## src/rtl/cpu_sequencer.sv

```systemverilog
// cpu_sequencer: fetch/operand/execute controller for the 4-bit accumulator CPU.
// It owns PC, IR, the operand byte and the C/Z flags. Every strobe is decoded
// from the registered state and IR, so an asynchronous reset clears them at once.
module cpu_sequencer (
    input  logic        clk,
    input  logic        reset,
    input  logic        run,
    input  logic [7:0]  rom_data,
    input  logic        alu_c,
    input  logic        alu_z,
    output logic [11:0] rom_addr,
    output logic [3:0]  imm,
    output logic [11:0] ram_addr,
    output logic [2:0]  alu_ctrl,
    output logic        acc_en,
    output logic        imm_oe,
    output logic        in_oe,
    output logic        acc_oe,
    output logic        ram_cs,
    output logic        ram_we,
    output logic        out_en,
    output logic        flag_c,
    output logic        flag_z,
    output logic [1:0]  state
);

    typedef enum logic [1:0] {
        FETCH = 2'b00,
        OPER  = 2'b01,
        EXEC  = 2'b10
    } state_t;

    localparam logic [2:0] ALU_PASS_A = 3'b000;
    localparam logic [2:0] ALU_SUB    = 3'b001;
    localparam logic [2:0] ALU_PASS_B = 3'b010;
    localparam logic [2:0] ALU_ADD    = 3'b011;
    localparam logic [2:0] ALU_NAND   = 3'b100;

    state_t      cur_state, next_state;
    logic [11:0] pc;
    logic [7:0]  ir;
    logic [7:0]  op_lo;
    logic        flag_wr;
    logic        jump_taken;
    logic [3:0]  opcode;

    assign opcode   = ir[7:4];
    assign rom_addr = pc;
    assign imm      = ir[3:0];
    assign ram_addr = {ir[3:0], op_lo};
    assign state    = cur_state;

    // Opcodes 7, 8, 9 and B..F are followed by an operand byte.
    function automatic logic is_two_byte(input logic [3:0] op);
        return (op == 4'h7) || (op == 4'h8) || (op == 4'h9) || (op >= 4'hB);
    endfunction

    // State register; reset forces FETCH so all strobes fall immediately.
    always_ff @(posedge clk or negedge reset) begin
        if (!reset) cur_state <= FETCH;
        else        cur_state <= next_state;
    end

    // Next-state and strobe decode from registered state and IR only.
    always_comb begin
        next_state = cur_state;
        alu_ctrl   = ALU_PASS_A;
        acc_en     = 1'b0;
        imm_oe     = 1'b0;
        in_oe      = 1'b0;
        acc_oe     = 1'b0;
        ram_cs     = 1'b0;
        ram_we     = 1'b0;
        out_en     = 1'b0;
        flag_wr    = 1'b0;
        jump_taken = 1'b0;
        case (cur_state)
            FETCH: begin
                if (run) next_state = is_two_byte(rom_data[7:4]) ? OPER : EXEC;
            end
            OPER: next_state = EXEC;
            EXEC: begin
                next_state = FETCH;
                case (opcode)
                    4'h1: begin imm_oe = 1'b1; alu_ctrl = ALU_PASS_B; acc_en = 1'b1; end
                    4'h2: begin in_oe  = 1'b1; alu_ctrl = ALU_PASS_B; acc_en = 1'b1; end
                    4'h3: begin imm_oe = 1'b1; alu_ctrl = ALU_SUB; flag_wr = 1'b1; end
                    4'h4: begin imm_oe = 1'b1; alu_ctrl = ALU_ADD;  acc_en = 1'b1; flag_wr = 1'b1; end
                    4'h5: begin imm_oe = 1'b1; alu_ctrl = ALU_SUB;  acc_en = 1'b1; flag_wr = 1'b1; end
                    4'h6: begin imm_oe = 1'b1; alu_ctrl = ALU_NAND; acc_en = 1'b1; flag_wr = 1'b1; end
                    4'h7: begin ram_cs = 1'b1; alu_ctrl = ALU_PASS_B; acc_en = 1'b1; end
                    4'h8: begin ram_cs = 1'b1; ram_we = 1'b1; acc_oe = 1'b1; end
                    4'h9: begin ram_cs = 1'b1; alu_ctrl = ALU_ADD; acc_en = 1'b1; flag_wr = 1'b1; end
                    4'hA: out_en = 1'b1;
                    4'hB: jump_taken = 1'b1;
                    4'hC: jump_taken = flag_c;
                    4'hD: jump_taken = ~flag_c;
                    4'hE: jump_taken = flag_z;
                    4'hF: jump_taken = ~flag_z;
                    default: ;
                endcase
            end
            default: next_state = FETCH;
        endcase
    end

    // PC, IR, operand byte and flags; PC wraps naturally at 12 bits.
    always_ff @(posedge clk or negedge reset) begin
        if (!reset) begin
            pc     <= 12'h000;
            ir     <= 8'h00;
            op_lo  <= 8'h00;
            flag_c <= 1'b0;
            flag_z <= 1'b0;
        end else begin
            case (cur_state)
                FETCH: begin
                    if (run) begin
                        ir <= rom_data;
                        pc <= pc + 12'd1;
                    end
                end
                OPER: begin
                    op_lo <= rom_data;
                    pc    <= pc + 12'd1;
                end
                EXEC: begin
                    if (flag_wr) begin
                        flag_c <= alu_c;
                        flag_z <= alu_z;
                    end
                    if (jump_taken) pc <= {ir[3:0], op_lo};
                end
                default: ;
            endcase
        end
    end

endmodule

```

## config.mk

```make
export PLATFORM = sky130hd
export DESIGN_NAME = cpu_sequencer
export DESIGN_NICKNAME = d
export VERILOG_FILES = /design/src/rtl/cpu_sequencer.sv
export SDC_FILE = /design/constraint.sdc
export NUM_CORES = 1
export LEC_CHECK = 0
export BUFFER_PORTS_ARGS = -buffer_cell sky130_fd_sc_hd__buf_4
export CAP_MARGIN = 20
export CORE_ASPECT_RATIO = 0.7
export CORE_MARGIN = 5
export CORE_UTILIZATION = 35
export CTS_BUF_LIST = sky130_fd_sc_hd__clkbuf_16
export CTS_CLUSTER_DIAMETER = 50
export DETAILED_ROUTE_END_ITERATION = 8
export GPL_TIMING_DRIVEN = 0
export MAX_ROUTING_LAYER = met4
export PLACE_DENSITY = 0.59
export REMOVE_ABC_BUFFERS = 1
export SYNTH_ARGS = -nofsm -noshare
export SYNTH_HDL_FRONTEND = slang
export SYNTH_SLANG_ARGS = --single-unit
```

## constraint.sdc

```tcl
create_clock -name clk -period 2.2 [get_ports clk]
set_input_delay 0.33 -clock clk [delete_from_list [all_inputs] [get_ports clk]]
set_output_delay 0.33 -clock clk [all_outputs]
set_load 0.05 [all_outputs]
```

After elaboration in Yosys (flattened, before gate mapping)

Index checks and enable logic that the tools add are counted.

Input bits: 13
Logic and storage cells: 71
Flip-flop bits (word level): 32
Output and inout port bits: 42

Bitwise operators: 2
Equal/unequal tests: 22
Reduce and logical (&&, ||, !) cells: 15
Muxes and demuxes: 24
Order comparisons: 1
Add/sub/neg operators: 1

Operators by type and width:

| operator                                                               | count |
|---|---|
| 4-bit equality test (second input constant)                            | 10 |
| 12-bit case mux with 3 select lines                                    | 1 |
| 12-bit 2-to-1 mux                                                      | 2 |
| 4-bit by 3-bit equality test with 1-bit output (second input constant) | 5 |
| 1-bit 2-to-1 mux                                                       | 15 |
| 12-bit by 1-bit adder with 12-bit output (second input constant)       | 1 |
| 3-bit case mux with 4 select lines                                     | 1 |
| 5-bit OR reduction                                                     | 2 |
| 4-bit by 2-bit equality test with 1-bit output (second input constant) | 2 |
| 7-bit OR reduction                                                     | 1 |
| 3-bit OR reduction                                                     | 2 |
| 1-bit case mux with 5 select lines                                     | 1 |
| 4-bit by 1-bit equality test with 1-bit output (second input constant) | 1 |
| 4-bit >= comparator (second input constant)                            | 1 |
| 2-bit 2-to-1 mux                                                       | 2 |
| 2-bit inequality test (second input constant)                          | 2 |
| 2-bit case mux with 2 select lines                                     | 1 |
| 2-bit AND reduction                                                    | 2 |
| 2-bit OR reduction                                                     | 2 |
| 1-bit logical OR                                                       | 3 |
| 3-bit 2-to-1 mux                                                       | 1 |
| 3-bit AND reduction                                                    | 1 |
| 3-bit nonzero test                                                     | 1 |
| 2-bit by 1-bit equality test with 1-bit output (second input constant) | 1 |
| 3 further kinds                                                        | 4 |

Logic depth before layout (Yosys ltp)

Word-level depth: 7
Depth in mapped cells: 7
Depth with buffers taken out: 6

Least setup slack after synthesis

OpenSTA, ideal clock, no wires.

Path type: reg2out
Start: reg cur_state[1] (netlist: state[1])
End: out imm_oe
Stages on the path, launching flop included: 4
Data required time: 1.870 ns
Buffers on the path: 1
Path slack: -1.742 ns
Arrival: 3.612 ns
Cells stage by stage: dfrtp_1 or2b_1 clkbuf_1 a2111oi_0

Cells in the longest elaborated chain, start to end: 2

RTL lines:

| item                   | line | text |
|---|---|---|
| start, declared        | 39   | `state_t cur_state, next_state;` |
| start signal, assigned | 61   | `else cur_state <= next_state;` |
| 2-bit equality test    | 77   | `case (cur_state)` |
| 1-bit 2-to-1 mux       | 77   |  |
| end, declared          | 16   | `output logic imm_oe,` |

Every way passes these cells.

Worst setup path after layout

Same ends and word-level chain as after synthesis.

==> run metrics <==
I/O Buffers 54; 1st-pass router iterations 4; post-CTS setup buffers 0; Vias/cell 5.278; Core Rows 22; initial DRC count 103; syn_area_per_cell 9.720 µm²; die width 96.82 µm; TNS Setup 0 ns; final setup violation count 0; initial antenna violation count 0; register area share after synthesis 43.36%; Met1 Wirelength 2.463 mm; clk root buf clkbuf_16; CP delay by family, top flip-flops; Worst Skew 0.003565 ns; Setup CP Type register to primary output; crit path max fanout 22; CP max stage delay 0.50 ns; Antenna Violating Nets Remaining 0; HPWL Detailed 3.536 mm; Slew HR 41.29%; Worst EP arrival 1.78 ns; Die H 70.78 µm; setup ws final 0.09473 ns; CP bufs+invs 1; total number of yosys warnings 0; Pwr Density 1575 nW/µm²; final core utilization 45.48%; failing checks negative hold slack; Congestion Overflow GR 0; H-tree depth 2; hold_ws -0.008073 ns; core box area 5175 µm²; first-pass GRT wire length 8.059 mm; pre-CTS setup slack 0.1919 ns; vias in the first global route 1530; Worst-Margin Slew 0.8769 ns; r2r startpoint ir[5]$_DFFE_PN0P_; crit start category register; diode count 0; fin. max-slew vios 0; FF-to-FF End rom_addr[4]$_DFFE_PN0P_; R2R depth 5; clock sink count 32; EDFF count, synth 0; Layout fillers 530; drt wl/cell 16.01 µm; wire length on met3 319 µm; CTS tree yes; die area 6852 µm²; Max Fclk 0.4750 GHz; share of flip-flops with an asynchronous set or reset 100.0%; worst path cell trace or2b_4, a2111oi_0, buf_4; RePlAce Congestion 0.7877; Vias 1594; peak supply drop 0.7034 mV; critical path required time 1.87 ns; Clk Latency, worst-skew pair 0.28 ns; NumNets Final 244; Max stage delay cell, worst path dfrtp_1; clock buffer depth 2; Final Critical Period 2.105 ns; total track usage 15.43%; CTS Buf Count 5; multi-input logic area 904.6 µm²; Post-synth top flop dfrtp_1; P&R area growth vs syn 27.44%; Starting Density 35.69%; IO Pins 55; # Max-Cap Violations 0; layout cell share with drive strength beyond 1 37.39%; Clk pin slew, worst setup/hold paths 0.05 ns; crit path capture type primary output; Hold Crit Class input pin to asynchronous set/reset pin; Final Hold Fails 19; status complete, but fails checks; Pleak 0.001040 µW; flip-flop and latch count after synthesis 32; period utilization 95.69%; unrepaired setup endpoints after global routing false; top sig layer met4; drc violations 0; Sequential Area 800.8 µm²; R2R Setup Slk 0.24 ns; synth unique cells 44; total wire length 4.835 mm; largest net degree at the start of global routing 33; Post-Syn Instances 190; DR WL met2 1.973 mm; mapped cell area 1847 µm²
## Yosys cell counts, types with 2 or more instances
cell type / n / area share [%]
mux2i_1: 2 / 1.1
nand3_1: 5 / 1.4
nor4_1: 3 / 1.0
buf_6: 2 / 1.2
and3_1: 2 / 0.68
clkbuf_1: 3 / 0.61
o21ai_0: 6 / 1.6
and2_1: 2 / 0.68
nand2b_1: 2 / 0.68
nor3_1: 5 / 1.4
nand2_1: 10 / 2.0
a21oi_1: 15 / 4.1
nor3b_1: 2 / 0.81
mux2_2: 16 / 9.8
nor2_1: 21 / 4.3
a21o_1: 2 / 0.81
dfrtp_1: 32 / 43
inv_1: 5 / 1.0
o22ai_1: 3 / 1.0
buf_2: 6 / 1.6
o22a_1: 4 / 1.9
a22oi_1: 3 / 1.2
buf_4: 10 / 4.1
a31oi_1: 9 / 3.0
## per-stage QoR
stage          total power [µW]  hold WS (ns)  area (µm²)  std cells
2_1_floorplan              2443       0.03441        1708        169
6_report                   3707     -0.008073        2354        302
4_1_cts                    3732      0.005569        2347        302
3_5_place_dp               3067        0.2975        2208        295
5_1_grt                    3926       0.02082        2354        302
3_3_place_gp               3055        0.2962        2203        295
## power breakdown
part	internal, µW	switching [µW]	total [µW]
Clock	405	233	639
Combinational	646	1310	1960
Sequential	814	299	1110
Total	1870	1840	3710
## sequential cells by signal, indices dropped and copies added, names as in the netlist
register	count
flag_z	1
ir	8
rom_addr	12
op_lo	8
state	2
flag_c	1
## area by class of cell
class / instances / area share (%)
Clock buffer: 5 / 5.316
Inverter: 5 / 0.7974
Timing Repair Buffer: 54 / 17.22
Multi-Input combinational cell: 132 / 38.44
Tap cell: 72 / 3.828
Sequential cell: 32 / 34.02
Clock inverter: 2 / 0.3721
## placed cells by master, fill, tap and decap left out, types with 6 or more instances in the layout
| cell | instances |
|---|---|
| buf_4 | 54 |
| dfrtp_1 | 32 |
| nor2_1 | 21 |
| mux2_2 | 16 |
| a21oi_1 | 15 |
| nand2_1 | 10 |
| a31oi_1 | 9 |
| inv_1 | 6 |
| o21ai_0 | 6 |
## per-layer routing
layer | vias to the layer above | track usage [%]
met5 | - | -
met1 | 774 | 22.20
met4 | 0 | 6.075
met3 | 6 | 4.039
li1 | 767 | -
met2 | 47 | 20.34
## kinds of logic (layout without fill, tap and decap cells)
| logic type | after synthesis | after routing | share of synthesized area [%] |
|---|---|---|---|
| flip-flops | 32 | 32 | 43.36 |
| multiplexers | 18 | 18 | 10.84 |
| XOR/XNOR | 2 | 2 | 0.9487 |
| AO/OA/AOI/OAI | 51 | 51 | 19.04 |
| adder cells (fa/ha/maj) | 1 | 1 | 0.6774 |
| buffers and inverters | 26 | 66 | 8.537 |
| AND/OR/NAND/NOR | 60 | 60 | 16.60 |
## worst max path at each step
| stage | start | end | cells after the start |
|---|---|---|---|
| 3_5_place_dp | state[1]$_DFFE_PN0P_ | imm_oe | 3 |
| 4_1_cts | state[0]$_DFFE_PN0P_ | ram_we | 4 |
| 3_3_place_gp | state[1]$_DFFE_PN0P_ | ir[5]$_DFFE_PN0P_ | 2 |
| 5_1_grt | state[1]$_DFFE_PN0P_ | imm_oe | 3 |
| 6_report | state[1]$_DFFE_PN0P_ | imm_oe | 3 |
| 2_1_floorplan | state[1]$_DFFE_PN0P_ | acc_oe | 3 |
## timing repair
item,in CTS,in global routing
endpoints found under the setup margin,5,2
gates resized for setup,3,1
hold buffers,0,0
No activity file was read; power rests on OpenSTA's default activity.
